===== config.mk =====
export PLATFORM = sky130hd
export DESIGN_NAME = spram_resp_flat
export DESIGN_NICKNAME = d
export VERILOG_FILES = /design/src/rtl/spram_pkg.sv /design/src/rtl/spram_resp_if.sv /design/src/rtl/spram_out_pipe.sv /design/src/rtl/spram_resp.sv /design/src/flat_wrapper.sv
export SDC_FILE = /design/constraint.sdc
export NUM_CORES = 1
export LEC_CHECK = 0
export ABC_CLOCK_PERIOD_IN_PS = 1710
export BUFFER_PORTS_ARGS = -buffer_cell sky130_fd_sc_hd__buf_2
export CAP_MARGIN = 10
export CELL_PAD_IN_SITES_DETAIL_PLACEMENT = 0
export CELL_PAD_IN_SITES_GLOBAL_PLACEMENT = 2
export CORE_AREA = 2 2 153 155
export DETAILED_ROUTE_END_ITERATION = 8
export DIE_AREA = 0 0 155 157
export GPL_ROUTABILITY_DRIVEN = 0
export PLACE_DENSITY_LB_ADDON = 0.1
export SYNTH_ARGS = -nofsm -noshare
export SYNTH_HDL_FRONTEND = slang
export SYNTH_SLANG_ARGS = --single-unit

===== constraint.sdc =====
create_clock -name clka -period 1.71 [get_ports clka]
set_clock_uncertainty 0.1 [all_clocks]
set_input_delay 0.171 -clock clka [delete_from_list [all_inputs] [get_ports clka]]
set_output_delay 0.171 -clock clka [all_outputs]
set_load 0.005 [all_outputs]

===== src/rtl/spram_pkg.sv =====
// spram_pkg: shared geometry, write-collision mode codes and clear-FSM
// state type for the spram_resp single-port RAM responder.
package spram_pkg;

  localparam int SPRAM_DEPTH = 32;
  localparam int SPRAM_AW    = 5;
  localparam int SPRAM_DW    = 8;

  // Last word of the array; the clear sequencer stops after writing it.
  localparam logic [SPRAM_AW-1:0] SPRAM_LAST_ADDR = 5'd31;

  // douta behaviour on a write access.
  localparam int WM_READ_FIRST  = 0;
  localparam int WM_WRITE_FIRST = 1;
  localparam int WM_NO_CHANGE   = 2;

  // Post-reset clear sequencer states.
  typedef enum logic [1:0] {
    CLR_IDLE  = 2'd0,
    CLR_CLEAR = 2'd1,
    CLR_READY = 2'd2
  } clr_state_t;

endpackage


===== src/rtl/spram_resp_if.sv =====
// spram_resp_if: the ena/wea/addra/dina/douta port of the RAM plus its
// rvalid strobe and busy flag. The access generator uses the master
// modport, the RAM responder the slave modport.
interface spram_resp_if;

  logic                             ena;
  logic                             wea;
  logic [spram_pkg::SPRAM_AW-1:0]   addra;
  logic [spram_pkg::SPRAM_DW-1:0]   dina;
  logic [spram_pkg::SPRAM_DW-1:0]   douta;
  logic                             rvalid;
  logic                             busy;

  modport master (
    output ena, wea, addra, dina,
    input  douta, rvalid, busy
  );

  modport slave (
    input  ena, wea, addra, dina,
    output douta, rvalid, busy
  );

endinterface


===== src/rtl/spram_out_pipe.sv =====
// spram_out_pipe: read-data output registers. Carries data plus a valid
// flag through READ_LATENCY (1 or 2) async-reset stages. Data registers
// only load on a valid beat so douta holds between results; reset clears
// every stage so in-flight results are dropped.
module spram_out_pipe
  import spram_pkg::*;
#(
  parameter int READ_LATENCY = 1
) (
  input  logic                i_clk,
  input  logic                i_rst_n,
  input  logic                i_valid,
  input  logic [SPRAM_DW-1:0] i_data,
  output logic [SPRAM_DW-1:0] o_data,
  output logic                o_valid
);

  logic                w_stage_valid;
  logic [SPRAM_DW-1:0] w_stage_data;

  generate
    if (READ_LATENCY == 2) begin : g_lat2
      logic                r_s1_valid;
      logic [SPRAM_DW-1:0] r_s1_data;

      // extra hidden stage used only for the two-cycle read latency
      always_ff @(posedge i_clk or negedge i_rst_n) begin
        if (!i_rst_n) begin
          r_s1_valid <= 1'b0;
          r_s1_data  <= {SPRAM_DW{1'b0}};
        end else begin
          r_s1_valid <= i_valid;
          if (i_valid) begin
            r_s1_data <= i_data;
          end
        end
      end

      assign w_stage_valid = r_s1_valid;
      assign w_stage_data  = r_s1_data;
    end else begin : g_lat1
      assign w_stage_valid = i_valid;
      assign w_stage_data  = i_data;
    end
  endgenerate

  // visible output register: pulse rvalid, hold douta between results
  always_ff @(posedge i_clk or negedge i_rst_n) begin
    if (!i_rst_n) begin
      o_valid <= 1'b0;
      o_data  <= {SPRAM_DW{1'b0}};
    end else begin
      o_valid <= w_stage_valid;
      if (w_stage_valid) begin
        o_data <= w_stage_data;
      end
    end
  end

endmodule


===== src/rtl/spram_resp.sv =====
// spram_resp: 32x8 single-port RAM responder with configurable read
// latency, write-collision mode and a read-valid strobe.
// Optional feature macro: SPRAM_RESP_CLEAR_EN -- when defined, a clear
// sequencer zero-fills the array after every reset and holds busy high
// until the last word is written.
module spram_resp
  import spram_pkg::*;
#(
  parameter int READ_LATENCY = 1,
  parameter int WRITE_MODE   = WM_READ_FIRST
) (
  input  logic        clka,
  input  logic        rst,
  spram_resp_if.slave bus
);

  logic [SPRAM_DW-1:0] r_mem [SPRAM_DEPTH];

  logic                w_busy;
  logic                w_acc;
  logic                w_req_valid;
  logic [SPRAM_DW-1:0] w_req_data;
  logic                r_cap_valid;
  logic [SPRAM_DW-1:0] r_cap_data;

`ifdef SPRAM_RESP_CLEAR_EN
  clr_state_t          r_clr_state;
  clr_state_t          w_clr_state_nxt;
  logic [SPRAM_AW-1:0] r_clr_addr;
  logic [SPRAM_AW-1:0] w_clr_addr_nxt;
  logic                w_clr_we;

  // clear sequencer state and address registers
  always_ff @(posedge clka or negedge rst) begin
    if (!rst) begin
      r_clr_state <= CLR_IDLE;
      r_clr_addr  <= {SPRAM_AW{1'b0}};
    end else begin
      r_clr_state <= w_clr_state_nxt;
      r_clr_addr  <= w_clr_addr_nxt;
    end
  end

  // clear sequencer next state: one zero write per edge, addresses 0..31
  always_comb begin
    w_clr_state_nxt = r_clr_state;
    w_clr_addr_nxt  = r_clr_addr;
    w_clr_we        = 1'b0;
    case (r_clr_state)
      CLR_IDLE: begin
        w_clr_state_nxt = CLR_CLEAR;
        w_clr_addr_nxt  = {SPRAM_AW{1'b0}};
      end
      CLR_CLEAR: begin
        w_clr_we = 1'b1;
        if (r_clr_addr == SPRAM_LAST_ADDR) begin
          w_clr_state_nxt = CLR_READY;
        end else begin
          w_clr_addr_nxt = r_clr_addr + 5'd1;
        end
      end
      CLR_READY: begin
        w_clr_state_nxt = CLR_READY;
      end
      default: begin
        w_clr_state_nxt = CLR_IDLE;
      end
    endcase
  end

  // busy falls on the same edge that writes the last word
  assign w_busy = (r_clr_state != CLR_READY);
`else
  assign w_busy = 1'b0;
`endif

  assign bus.busy = w_busy;
  assign w_acc    = bus.ena & ~w_busy;

  // array write port: accepted host writes, else clear-sequencer zero fill
  always_ff @(posedge clka) begin
    if (w_acc && bus.wea) begin
      r_mem[bus.addra] <= bus.dina;
    end
`ifdef SPRAM_RESP_CLEAR_EN
    else if (w_clr_we) begin
      r_mem[r_clr_addr] <= {SPRAM_DW{1'b0}};
    end
`endif
  end

  // request decode: what an accepted access returns and whether it strobes
  always_comb begin
    w_req_valid = 1'b0;
    w_req_data  = r_mem[bus.addra];
    if (w_acc) begin
      if (bus.wea) begin
        case (WRITE_MODE)
          WM_WRITE_FIRST: begin
            w_req_valid = 1'b1;
            w_req_data  = bus.dina;
          end
          WM_NO_CHANGE: begin
            w_req_valid = 1'b0;
          end
          default: begin
            w_req_valid = 1'b1;
          end
        endcase
      end else begin
        w_req_valid = 1'b1;
      end
    end else begin
      w_req_valid = 1'b0;
    end
  end

  // capture the pre-write array word (or dina) at the accepting edge
  always_ff @(posedge clka or negedge rst) begin
    if (!rst) begin
      r_cap_valid <= 1'b0;
      r_cap_data  <= {SPRAM_DW{1'b0}};
    end else begin
      r_cap_valid <= w_req_valid;
      if (w_req_valid) begin
        r_cap_data <= w_req_data;
      end
    end
  end

  spram_out_pipe #(
    .READ_LATENCY (READ_LATENCY)
  ) u_out_pipe (
    .i_clk   (clka),
    .i_rst_n (rst),
    .i_valid (r_cap_valid),
    .i_data  (r_cap_data),
    .o_data  (bus.douta),
    .o_valid (bus.rvalid)
  );

endmodule


===== src/flat_wrapper.sv =====
// flat-port wrapper written by rule: the top's interface ports become plain ports
module spram_resp_flat import spram_pkg::*;
#(
  parameter int READ_LATENCY = 1,
  parameter int WRITE_MODE   = WM_READ_FIRST
)
  (clka, rst, bus_ena, bus_wea, bus_addra, bus_dina, bus_douta, bus_rvalid, bus_busy);
  spram_resp_if bus_i ();
  input  logic clka;
  input  logic rst;
  input wire logic [$bits(bus_i.ena)-1:0] bus_ena;
  input wire logic [$bits(bus_i.wea)-1:0] bus_wea;
  input wire logic [$bits(bus_i.addra)-1:0] bus_addra;
  input wire logic [$bits(bus_i.dina)-1:0] bus_dina;
  output wire logic [$bits(bus_i.douta)-1:0] bus_douta;
  output wire logic [$bits(bus_i.rvalid)-1:0] bus_rvalid;
  output wire logic [$bits(bus_i.busy)-1:0] bus_busy;
  assign bus_i.ena = bus_ena;
  assign bus_i.wea = bus_wea;
  assign bus_i.addra = bus_addra;
  assign bus_i.dina = bus_dina;
  assign bus_douta = bus_i.douta;
  assign bus_rvalid = bus_i.rvalid;
  assign bus_busy = bus_i.busy;
  spram_resp #(.READ_LATENCY(READ_LATENCY), .WRITE_MODE(WRITE_MODE)) u_core (.clka(clka), .rst(rst), .bus(bus_i));
endmodule

**Word-level counts from Yosys, hierarchy flattened**

Memory sizes are Yosys's and may differ from the RTL's. A register that Yosys moved wholly into a read port is not among the register bits.
Index checks and enable logic that the tools add are counted.

- Input bits: 17
- Word-level logic and storage cells: 9
- Bits in writable memories: 256
- Output and inout bits: 10
- Register bits: 10
- Memories kept: 1

Memory list:

| name | depth | width | rd ports | clocked after Yosys merged registers in | write ports | line | RTL |
|---|---|---|---|---|---|---|---|
| u_core.r_mem | 32 | 8 | 1 | 1 | 1 | spram_resp.sv:17 | `logic [SPRAM_DW-1:0] r_mem [SPRAM_DEPTH];` |

- Reduce and logical (&&, ||, !) cells: 2
- Muxes and demuxes: 3

Operators by type and width:

| cell | count |
|---|---|
| 2-to-1 mux 1 bit | 3 |
| logical AND 1 bit | 1 |
| logical NOT 1 bit | 1 |

**Logic depth before layout (Yosys ltp)**

- Depth in word-level cells: 3
- Gate-level depth with buffers: 8
- Mapped depth without buffers: 5

**Hierarchy**

From an unflattened synthesis, not the netlist that was laid out.

- Cell total of the unflattened synthesis: 528
- Area total of the unflattened synthesis: 10689.0 um^2

By module, submodules not included:

| module | instances | area each (um^2) | cells an instance | seq. area each (um^2) |
|---|---|---|---|---|
| spram_resp | 1 | 10332.4 | 510 | 7912.6 |
| spram_out_pipe | 1 | 356.6 | 18 | 225.2 |

**Worst setup path before layout**

No wires, ideal clock.

- Kind: input to register
- Start point: in bus_addra[0]
- End point: mem u_core.r_mem[8][0], enable pin
- Path buffers: 4
- Library setup time: 0.383 ns
- Cell stages on the path: 6
- Arrival time: 1.777 ns
- Path slack: -0.550 ns
- Required time: 1.227 ns
- Cells stage by stage: buf_6 > buf_6 > buf_4 > or3_1 > clkbuf_1 > nor3_1

RTL lines:

| element | line | RTL |
|---|---|---|
| from (decl) | flat_wrapper.sv:13 | `input wire logic [$bits(bus_i.addra)-1:0] bus_addra;` |
| to (decl) | spram_resp.sv:17 |  |

No word-level cell before the write port.

==> key figures <==
GRT
  • Total gr overflow: 0
  • Largest net degree at the start of global routing: 33
  • Gr usage total: about a fifth
  • Met1 usage: 29.4%
  • Number of antenna violations at the first check in global routing: 0
  • GRT busiest layer: met2
  • Met2 Use GR: ~33%
  • First-pass GRT wire length: 36.4 mm
  • GR Util met3: between 2 and 3%
  • Vias in the first global route: 5813

Timing
  • Fin. max-slew vios: 0
  • RSZ-0062 raised after global routing: yes
  • Final setup fails: 0
  • Period utilization: 98.2%
  • Final hold violations: 0
  • Actual slew at the worst max-slew pin: around 680 ps
  • Min Tclk post-route: between 1500 and 2000 ps
  • Fmax: 596 MHz
  • Rel. slew slack: 54.7%

Worst setup path
  • Delay-heaviest family, CP: multiplexers
  • Reg-to-reg slack, setup: 30 ps
  • CP max stage cell: mux4_2
  • Critical path arrival: 1990 ps
  • Bufs and invs on worst path: 1
  • Critical R2R Launch: u_core.r_mem[31][4]
  • Max incr delay on CP: 520 ps
  • CP Capture Type: register
  • Crit Path Category: register to register
  • Req. time, crit path: 2020 ps
  • FF-to-FF End: u_core.r_cap_data[4]
  • CP Launch Type: register
  • Crit-path cells: mux4_2 > a22o_1 > a21oi_2 > buf_4 > a31oi_1
  • Worst Path Max Fanout: 1
  • R2R cell count: 5

Detailed routing
  • Post-route DRC: 0
  • DRT Pass-1 Iters: 5
  • Vias/cell: 5.61
  • Final wirelength: 23.8 mm
  • Initial DRC Count: 361
  • DR vias: 5607
  • WL per Instance: ~24 um
  • Routed Antenna Nets: 0

Logic synthesis
  • Largest family of logic cells by synthesized area: multiplexers
  • Adder-cell share of the synthesized area: 0%
  • Yosys Warn Count: 0
  • Synth Net Count: 596
  • Post-synthesis mux area share: 13.7%
  • Synth Area in Compound Gates: between 3 and 4%
  • Simple-gate share of the synthesized area: 5.09%
  • Synth Area per Inst: around 18 um2
  • Synth async-reset ratio: between 6 and 7%
  • Synth Register Bits: approximately 270
  • Post-synth EDFFs: 256
  • Cell count after synthesis: 579
  • Syn Std Cell Area: between 10000 and 15000 um2
  • Dominant synthesized flop cell: edfxtp_1
  • Post-synthesis xor/xnor area fraction: 0%
  • Seq/Total Area, Yosys: 76.0%
  • Post-synthesis cell type count: 36

Clock tree
  • Clk_lat worst skew: 530 ps
  • CTS Buf Count: 29
  • Worst-path clk slew: 60 ps
  • Sink Count: between 200 and 300
  • CTS tree: done
  • CTS H-Tree Depth: 1
  • CTS Root Cell: clkbuf_16
  • Max clock buf depth: 3

Flow run
  • Max-Cap Viols: 0

Place
  • Final HPWL DP: 15.6 mm
  • PortBufs: 25
  • Dpl cells: 943

Final layout
  • Multi-input logic area: 2520 um2
  • Final Net Count: 710
  • ANT cells: 0
  • Ratio of cells with drive above 1 in the final layout: 31.3%
  • Storage cell area: 8140 um2
  • Final Non-Filler Cells: 1000
  • Fillers: ~1700
  • Area Overhead vs Synth: 22.4%

Pwr
  • Worst VDD drop: 1.18 mV
  • Power per cell area: 1100 nW/um2
  • Post-layout power: ~0.014 W
  • Lkg Pwr: approximately 4.5 nW

Die
  • Initial Util: a little under half
  • I/O pin total: 27
  • Core Region: 22500 um2
  • Chip width: 155 um
  • Row count: 55
  • Die area: 24300 um2
  • Die height: approximately 160 um

Run status
  • Status: finished, final reports clean

Min path
  • Hold Crit Class: primary input to asynchronous set/reset pin
-- power breakdown --
| group | internal, W | switching, W | total, W |
|---|---|---|---|
| Sequential | 0.00744 | 0.0000636 | 0.00750 |
| Clock | 0.00364 | 0.00240 | 0.00603 |
| Combinational | 0.000377 | 0.000474 | 0.000851 |
| Total | 0.0115 | 0.00294 | 0.0144 |
-- timing repair --
| item | in CTS | in global routing |
|---|---|---|
| setup buffers | 0 | 1 |
| hold buffers | 3 | 0 |
| setup endpoints to repair | 1 | 16 |
| hold endpoints to repair | 33 | 0 |
| pin swaps | 0 | 6 |
| resized for setup | 1 | 2 |
-- worst reg2reg max path: cells and delay by family, from the launching register on --
| kind | cells | cell delay (ps) |
|---|---|---|
| DFF | 1 | 350 |
| muxes | 1 | 520 |
| AOI/OAI and AO/OA | 3 | 450 |
| buffers and inverters | 1 | 150 |
-- how the worst max path moves through the flow --
stage / startpoint / end / slack [ps] / cells after the start
after floorplan: bus_addra[0] / u_core.r_mem[9][0] / -230 / 6
after global placement: bus_addra[0] / u_core.r_cap_data[6] / -280 / 9
after global routing: u_core.r_mem[31][4] / u_core.r_cap_data[4] / -20 / 5
after CTS: u_core.r_mem[29][4] / u_core.r_cap_data[4] / 0.4 / 5
final: u_core.r_mem[31][4] / u_core.r_cap_data[4] / 30 / 5
after detailed placement: bus_addra[0] / u_core.r_cap_data[6] / -270 / 9
-- cells in the final DEF, fill, tap and decap left out, types with 4 or more instances in the layout --
cell type	count
edfxtp_1	256
mux2i_1	66
buf_4	65
clkbuf_16	29
buf_12	26
mux4_2	25
buf_2	24
nand2_1	22
nor2_1	18
o22ai_1	18
dfrtp_1	18
nand3_1	17
nor2_2	14
a22oi_1	12
clkbuf_1	10
nor2_4	9
a21oi_1	9
mux2_2	8
mux4_1	6
nand4_1	5
o22a_1	5
clkbuf_8	5
clkinv_2	5
nor3_1	4
-- state kept, by name, indices dropped and copies added (netlist names) --
register,flops
u_core.r_cap_data,8
u_core.r_cap_valid,1
u_core.r_mem,256
u_core.u_out_pipe.o_data,8
u_core.u_out_pipe.o_valid,1
-- per-stage QoR --
stage	instance area (um2)	setup TNS (ps)	hold slack [ps]	util, %	setup slack [ps]
3_3_place_gp	12100	-21560	36.0	53.8	-276
3_5_place_dp	12100	-22800	55.7	53.8	-266
4_1_cts	13100	0	12.7	58.1	0.373
6_report	13100	0	26.2	58.2	31.6
2_1_floorplan	10900	-29620	-225	-	-233
5_1_grt	13100	-40.6	59.7	58.2	-24.7
-- routing by layer --
metal / share of wire (%) / routed length [um]
met1: 45 / 10800
met2: 48 / 11500
met4: 1.9 / 463
met3: 4.4 / 1040
met5: 0 / 0
-- final cells by class --
type                    count  share of cell area, %
clock buffers              44                   6.35
clock inverters             9                  0.764
multi-input cells         270                   19.2
flip-flops and latches    274                   62.1
well taps                 285                   2.72
repair buffers            118                   8.84
-- synth_stat cells, types with 5 or more instances --
master,count,area (um2)
nand2_1,22,82.6
edfxtp_1,256,7690
clkbuf_1,10,37.5
o22a_1,5,43.8
mux4_1,6,158
a21oi_1,11,55.1
mux4_2,25,563
buf_4,10,75.1
dfrtp_1,18,450
nor3_1,9,45.0
a22oi_1,12,90.1
nor2_1,41,154
mux2i_1,66,661
buf_2,10,50.1
o22ai_1,18,113
mux2_2,8,90.1
nand4_1,5,31.3
nand3_1,17,85.1
-- kinds of logic after synthesis --
| kind of cell | after synthesis |
|---|---|
| simple gates | 112 |
| mux | 105 |
| buf+inv | 35 |
| other cells | 1 |
| compound gates | 52 |
| flops | 274 |
No activity file was read; power rests on OpenSTA's default activity.
